<file path="src/rtl/sbox_share_arbiter_if.sv">
// Bundle for the shared S-box arbiter: two requester channels, the S-box port,
// the two response channels and the in-flight indicator.
interface sbox_share_arbiter_if;
    // Handshake: a request word transfers in the cycle where X_req_valid and
    // X_req_ready are both high. Ready is a same-cycle grant and never rises
    // without valid. Responses are plain valid pulses that the requester must
    // always take.
    logic        ke_req_valid;
    logic [31:0] ke_req_data;
    logic        ke_req_ready;
    logic        dp_req_valid;
    logic [31:0] dp_req_data;
    logic        dp_req_ready;
    logic        sb_in_valid;
    logic [31:0] sb_in_data;
    logic [31:0] sb_out_data;
    logic        ke_rsp_valid;
    logic [31:0] ke_rsp_data;
    logic        dp_rsp_valid;
    logic [31:0] dp_rsp_data;
    logic        busy;

    modport master (
        output ke_req_valid, ke_req_data, dp_req_valid, dp_req_data, sb_out_data,
        input  ke_req_ready, dp_req_ready, sb_in_valid, sb_in_data,
        input  ke_rsp_valid, ke_rsp_data, dp_rsp_valid, dp_rsp_data, busy
    );

    modport slave (
        input  ke_req_valid, ke_req_data, dp_req_valid, dp_req_data, sb_out_data,
        output ke_req_ready, dp_req_ready, sb_in_valid, sb_in_data,
        output ke_rsp_valid, ke_rsp_data, dp_rsp_valid, dp_rsp_data, busy
    );
endinterface

</file>
<file path="src/rtl/sbox_share_arbiter.sv">
// Shares one SB_LAT-cycle S-box between key expansion (KE) and the round datapath (DP).
// Define SBOX_KE_PRIORITY_EN for strict KE priority; default is round-robin on contention.
module sbox_share_arbiter #(
    parameter int SB_LAT = 3
) (
    input logic           clk,
    input logic           rst_n,
    sbox_share_arbiter_if.slave bus
);

    localparam logic OWNER_KE = 1'b0;
    localparam logic OWNER_DP = 1'b1;

    logic              grant_ke;
    logic              grant_dp;
    logic              grant_any;
    logic [SB_LAT-1:0] tag_valid;
    logic [SB_LAT-1:0] tag_owner;

`ifdef SBOX_KE_PRIORITY_EN
    always_comb begin
        grant_ke = rst_n & bus.ke_req_valid;
        grant_dp = rst_n & bus.dp_req_valid & ~bus.ke_req_valid;
    end
`else
    logic last_grant;

    always_comb begin
        grant_ke = 1'b0;
        grant_dp = 1'b0;
        if (bus.ke_req_valid && bus.dp_req_valid) begin
            grant_ke = (last_grant == OWNER_DP);
            grant_dp = (last_grant == OWNER_KE);
        end else begin
            grant_ke = bus.ke_req_valid;
            grant_dp = bus.dp_req_valid;
        end
        grant_ke = grant_ke & rst_n;
        grant_dp = grant_dp & rst_n;
    end

    // Reset to DP so the first contention after reset goes to KE.
    always_ff @(posedge clk or negedge rst_n) begin
        if (!rst_n) begin
            last_grant <= OWNER_DP;
        end else if (grant_ke) begin
            last_grant <= OWNER_KE;
        end else if (grant_dp) begin
            last_grant <= OWNER_DP;
        end
    end
`endif

    assign grant_any = grant_ke | grant_dp;

    // Tag pipeline mirrors the S-box latency; stage SB_LAT-1 lines up with sb_out_data.
    always_ff @(posedge clk or negedge rst_n) begin
        if (!rst_n) begin
            tag_valid <= '0;
            tag_owner <= '0;
        end else begin
            tag_valid[0] <= grant_any;
            tag_owner[0] <= grant_dp ? OWNER_DP : OWNER_KE;
            for (int i = 1; i < SB_LAT; i++) begin
                tag_valid[i] <= tag_valid[i-1];
                tag_owner[i] <= tag_owner[i-1];
            end
        end
    end

    always_comb begin
        bus.ke_req_ready = grant_ke;
        bus.dp_req_ready = grant_dp;
        bus.sb_in_valid  = grant_any;
        bus.sb_in_data   = '0;
        if (grant_ke) begin
            bus.sb_in_data = bus.ke_req_data;
        end else if (grant_dp) begin
            bus.sb_in_data = bus.dp_req_data;
        end
    end

    always_comb begin
        bus.ke_rsp_valid = tag_valid[SB_LAT-1] & (tag_owner[SB_LAT-1] == OWNER_KE);
        bus.dp_rsp_valid = tag_valid[SB_LAT-1] & (tag_owner[SB_LAT-1] == OWNER_DP);
        bus.ke_rsp_data  = bus.ke_rsp_valid ? bus.sb_out_data : 32'h0;
        bus.dp_rsp_data  = bus.dp_rsp_valid ? bus.sb_out_data : 32'h0;
        // A word being issued this cycle already counts as in flight.
        bus.busy         = (|tag_valid) | grant_any;
    end

endmodule

</file>
<file path="src/flat_wrapper.sv">
// flat-port wrapper written by rule: the top's interface ports become plain ports
module sbox_share_arbiter_flat 
#(
    parameter int SB_LAT = 3
)
  (clk, rst_n, bus_ke_req_valid, bus_ke_req_data, bus_dp_req_valid, bus_dp_req_data, bus_sb_out_data, bus_ke_req_ready, bus_dp_req_ready, bus_sb_in_valid, bus_sb_in_data, bus_ke_rsp_valid, bus_ke_rsp_data, bus_dp_rsp_valid, bus_dp_rsp_data, bus_busy);
  sbox_share_arbiter_if bus_i ();
  input logic clk;
  input logic rst_n;
  input wire logic [$bits(bus_i.ke_req_valid)-1:0] bus_ke_req_valid;
  input wire logic [$bits(bus_i.ke_req_data)-1:0] bus_ke_req_data;
  input wire logic [$bits(bus_i.dp_req_valid)-1:0] bus_dp_req_valid;
  input wire logic [$bits(bus_i.dp_req_data)-1:0] bus_dp_req_data;
  input wire logic [$bits(bus_i.sb_out_data)-1:0] bus_sb_out_data;
  output wire logic [$bits(bus_i.ke_req_ready)-1:0] bus_ke_req_ready;
  output wire logic [$bits(bus_i.dp_req_ready)-1:0] bus_dp_req_ready;
  output wire logic [$bits(bus_i.sb_in_valid)-1:0] bus_sb_in_valid;
  output wire logic [$bits(bus_i.sb_in_data)-1:0] bus_sb_in_data;
  output wire logic [$bits(bus_i.ke_rsp_valid)-1:0] bus_ke_rsp_valid;
  output wire logic [$bits(bus_i.ke_rsp_data)-1:0] bus_ke_rsp_data;
  output wire logic [$bits(bus_i.dp_rsp_valid)-1:0] bus_dp_rsp_valid;
  output wire logic [$bits(bus_i.dp_rsp_data)-1:0] bus_dp_rsp_data;
  output wire logic [$bits(bus_i.busy)-1:0] bus_busy;
  assign bus_i.ke_req_valid = bus_ke_req_valid;
  assign bus_i.ke_req_data = bus_ke_req_data;
  assign bus_i.dp_req_valid = bus_dp_req_valid;
  assign bus_i.dp_req_data = bus_dp_req_data;
  assign bus_i.sb_out_data = bus_sb_out_data;
  assign bus_ke_req_ready = bus_i.ke_req_ready;
  assign bus_dp_req_ready = bus_i.dp_req_ready;
  assign bus_sb_in_valid = bus_i.sb_in_valid;
  assign bus_sb_in_data = bus_i.sb_in_data;
  assign bus_ke_rsp_valid = bus_i.ke_rsp_valid;
  assign bus_ke_rsp_data = bus_i.ke_rsp_data;
  assign bus_dp_rsp_valid = bus_i.dp_rsp_valid;
  assign bus_dp_rsp_data = bus_i.dp_rsp_data;
  assign bus_busy = bus_i.busy;
  sbox_share_arbiter #(.SB_LAT(SB_LAT)) u_core (.clk(clk), .rst_n(rst_n), .bus(bus_i));
endmodule
</file>
<file path="config.mk">
export PLATFORM = sky130hd
export DESIGN_NAME = sbox_share_arbiter_flat
export DESIGN_NICKNAME = d
export VERILOG_FILES = /design/src/rtl/sbox_share_arbiter_if.sv /design/src/rtl/sbox_share_arbiter.sv /design/src/flat_wrapper.sv
export SDC_FILE = /design/constraint.sdc
export NUM_CORES = 1
export LEC_CHECK = 0
export CORE_ASPECT_RATIO = 0.8
export CORE_MARGIN = 1
export CORE_UTILIZATION = 24
export DETAILED_ROUTE_END_ITERATION = 6
export PLACE_DENSITY_LB_ADDON = 0.15
export SETUP_SLACK_MARGIN = 0.5
export SLEW_MARGIN = 20
export SYNTH_ARGS = -nofsm -noshare
export SYNTH_HDL_FRONTEND = slang
export SYNTH_SLANG_ARGS = --single-unit
</file>
<file path="constraint.sdc">
create_clock -name clk -period 1.35 [get_ports clk]
set_clock_uncertainty 0.15 [all_clocks]
set_input_delay 0.135 -clock clk [delete_from_list [all_inputs] [get_ports clk]]
set_output_delay 0.135 -clock clk [all_outputs]
set_load 0.02 [all_outputs]
</file>
==> impl_metrics.yaml <==
clock_tree:
  ctsHtreeMaxLevel: 1
  path_clk_slew_ns: 0.04
  clock_path_buffers: 2
  cts_tree: "yes"
  numCtsBuffers: 3
  cts-root-buf: "clkbuf_8"
  clock_sinks: 7
  clock_latency_ns: 0.22
timing:
  finalHoldViolCount: 2
  timing.hold.ws_ns: -0.00551
  final.setup.tns_ns: -29.80
  rsz0062_at_grt: "true"
  drv_slew: 0
  min_period_over_period: 1.29
  fin_crit_ns: 1.75
  slew_headroom: 0.785
  fmax_mhz: 573
  setup_slack_ns: -0.396
  worstMarginPinSlew_ns: 0.322
  finalSetupViolCount: 102
grt:
  grt_max_degree: 35
  grt_usage: 0.220
  grt_antenna_before_repair: 0
  grt_overflow: 0
  grt_pass1_wl_mm: 12.1
  grt_pass1_vias: 2342
yosys:
  synth_warnings: 0
  synth-edff-count: 0
  synth_common_cells: "65 x nand2_1, 33 x and2_1, 32 x and3_1"
  netlist_area_sq_um: 1580
  synthCells: 207
  synthFlopType: "dfrtp_1"
  post-synth-top-area-fraction: 0.299
  async_flop_share: 1.00
  yosys.area.top_type: "o32ai_2"
  syn_avg_cell_area_sq_um: 7.63
  synth_most_common_cell: "nand2_1"
  synth-seq-cells: 7
  yosysSeqAreaShare: 0.112
  synth_nets: 307
  synth_area_leaders: "o32ai_2 30%, nand2_1 15%, and2_1 13%"
  ys_types: 21
run:
  maxCapViolations: 0
worst_setup_path:
  cp_slowest_stage_delay_ns: 0.57
  startpoint_type: "flip-flop"
  crit_required_ns: 1.07
  path_max_fanout: 6
  path_cells: "nor2b_4 > buf_12 > o32ai_2 > buf_4"
  setup.worst_path.end_class: "primary output"
  arrival_ns: 1.46
  cp_slowest_cell: "dfstp_2"
  worstSetupPathType: "reg -> out"
outcome:
  violations: "hold timing, setup timing"
  status: "finished, violations left"
final_layout:
  fin_cells: 522
  nets: 539
  finish.instance_area_sq_um: 5120
  drive_above_1_share: 0.607
  n_antenna_cell: 0
  area_growth_pct: 225
power_and_ir_drop:
  irDropWorstVdd_mv: 0.312
  powerDensity_nw_per_um2: 506
  leakagePower_nw: 2.11
floorplan:
  core_area_sq_um: 6380
  die_h_microns: 74.6
  initial_core_util: 0.248
  die_area_sq_um: 6910
  die_w_microns: 92.7
  core.rowCount: 26
  io_pins: 202
detailed_routing:
  antenna_left: 0
  drt_drc_violations_left: 0
  vias: 2496
  post_drt_wl_per_cell_microns: 16.7
  wl_mm: 8.71
  dr.pass1.iters: 6
  avgViaCountPerCell: 4.78
  first_iter_violations: 75
place:
  dp_cells: 486
  io_buffers: 201
  placed_cell_area_sq_um: 4380
  pre_cts_slack_ns: -0.903
  gp_congestion: 0.718
  dp_hpwl_mm: 5.59
hold_path:
  hold_class: "in -> async"
[registers in the layout, indices dropped and copies added, names as in the netlist]
name	flops
u_core.tag_owner	3
u_core.last_grant	1
u_core.tag_valid	3
[where the power goes]
part	internal [W]	switching [W]	total, W
clock network	0.000204	0.0000901	0.000294
registers	0.000234	0.0000184	0.000252
logic	0.00116	0.000883	0.00205
total	0.00160	0.000991	0.00259
[layout make-up]
cell class                      count  area [sq um]
Clock buffer                        4          45.0
Fill cell                         402          1250
Inverter                            2          7.51
Multi-Input combinational cell    170          1830
Sequential cell                     7           179
Tap cell                           84           105
Timing Repair Buffer              255          2960
[repair_timing]
action                                  in CTS  in global routing
setup buffers                               15                  2
endpoints found under the setup margin     105                110
hold endpoints to repair                     7                  1
pin swaps                                    9                 16
hold buffers                                 2                  1
gates cloned                                 7                  5
resized for setup                          623                 36
[metrics by stage]
| stage | power (W) | util |
|---|---|---|
| final | 0.00259 | 0.804 |
| after global routing | 0.00272 | 0.804 |
| after CTS | 0.00248 | 0.763 |
| after detailed placement | 0.00194 | 0.687 |
| after global placement | 0.00192 | 0.687 |
| after floorplan | 0.00128 | - |
[path summary, 6_finish.rpt]
path	start	end	slack, ns	cells past startpoint
worst min register to register	u_core.tag_owner[1]$_DFF_PN0_	u_core.tag_owner[2]$_DFF_PN0_	0.20	0
worst max register to register	u_core.last_grant$_DFFE_PN1P_	u_core.tag_owner[0]$_DFF_PN0_	-0.13	6
max in group asynchronous	rst_n	u_core.last_grant$_DFFE_PN1P_	0.54	3
worst max-delay path	u_core.last_grant$_DFFE_PN1P_	bus_sb_in_data[31]	-0.40	4
min in group clk	bus_dp_req_valid	u_core.tag_valid[0]$_DFF_PN0_	0.15	3
worst min-delay path	rst_n	u_core.tag_owner[1]$_DFF_PN0_	-0.006	3
[worst max-delay path: cells and delay by family, from the launching register on]
family,cells,cell delay [ns]
AO/OA/AOI/OAI,1,0.24
AND/OR/NAND/NOR,1,0.09
flip-flops,1,0.57
buffers and inverters,2,0.33
[logic make-up after synthesis]
group           synth area share
compound gates             0.332
buf+inv                    0.122
flops                      0.112
simple gates               0.434
[metal layers]
metal,up-vias,GRT usage,routed length [microns]
met5,-,0,0
met1,1167,0.266,3310
met3,8,0.0307,530
met2,113,0.422,4760
li1,1208,-,-
met4,0,0.0410,108
[cell usage in the layout (no fill, tap or decap), types with 2 or more instances in the layout]
cell type / n
buf_6: 119
clkdlybuf4s50_1: 96
nand2_1: 65
and2_4: 33
and3_4: 32
o32ai_4: 29
buf_4: 11
buf_12: 9
buf_16: 7
clkbuf_16: 4
buf_8: 4
dfrtp_1: 4
o32ai_2: 3
clkbuf_8: 3
nor2b_4: 2
dlygate4sd3_1: 2
buf_2: 2
dfrtp_2: 2
Note: power is estimated with default switching activity, not from simulation.
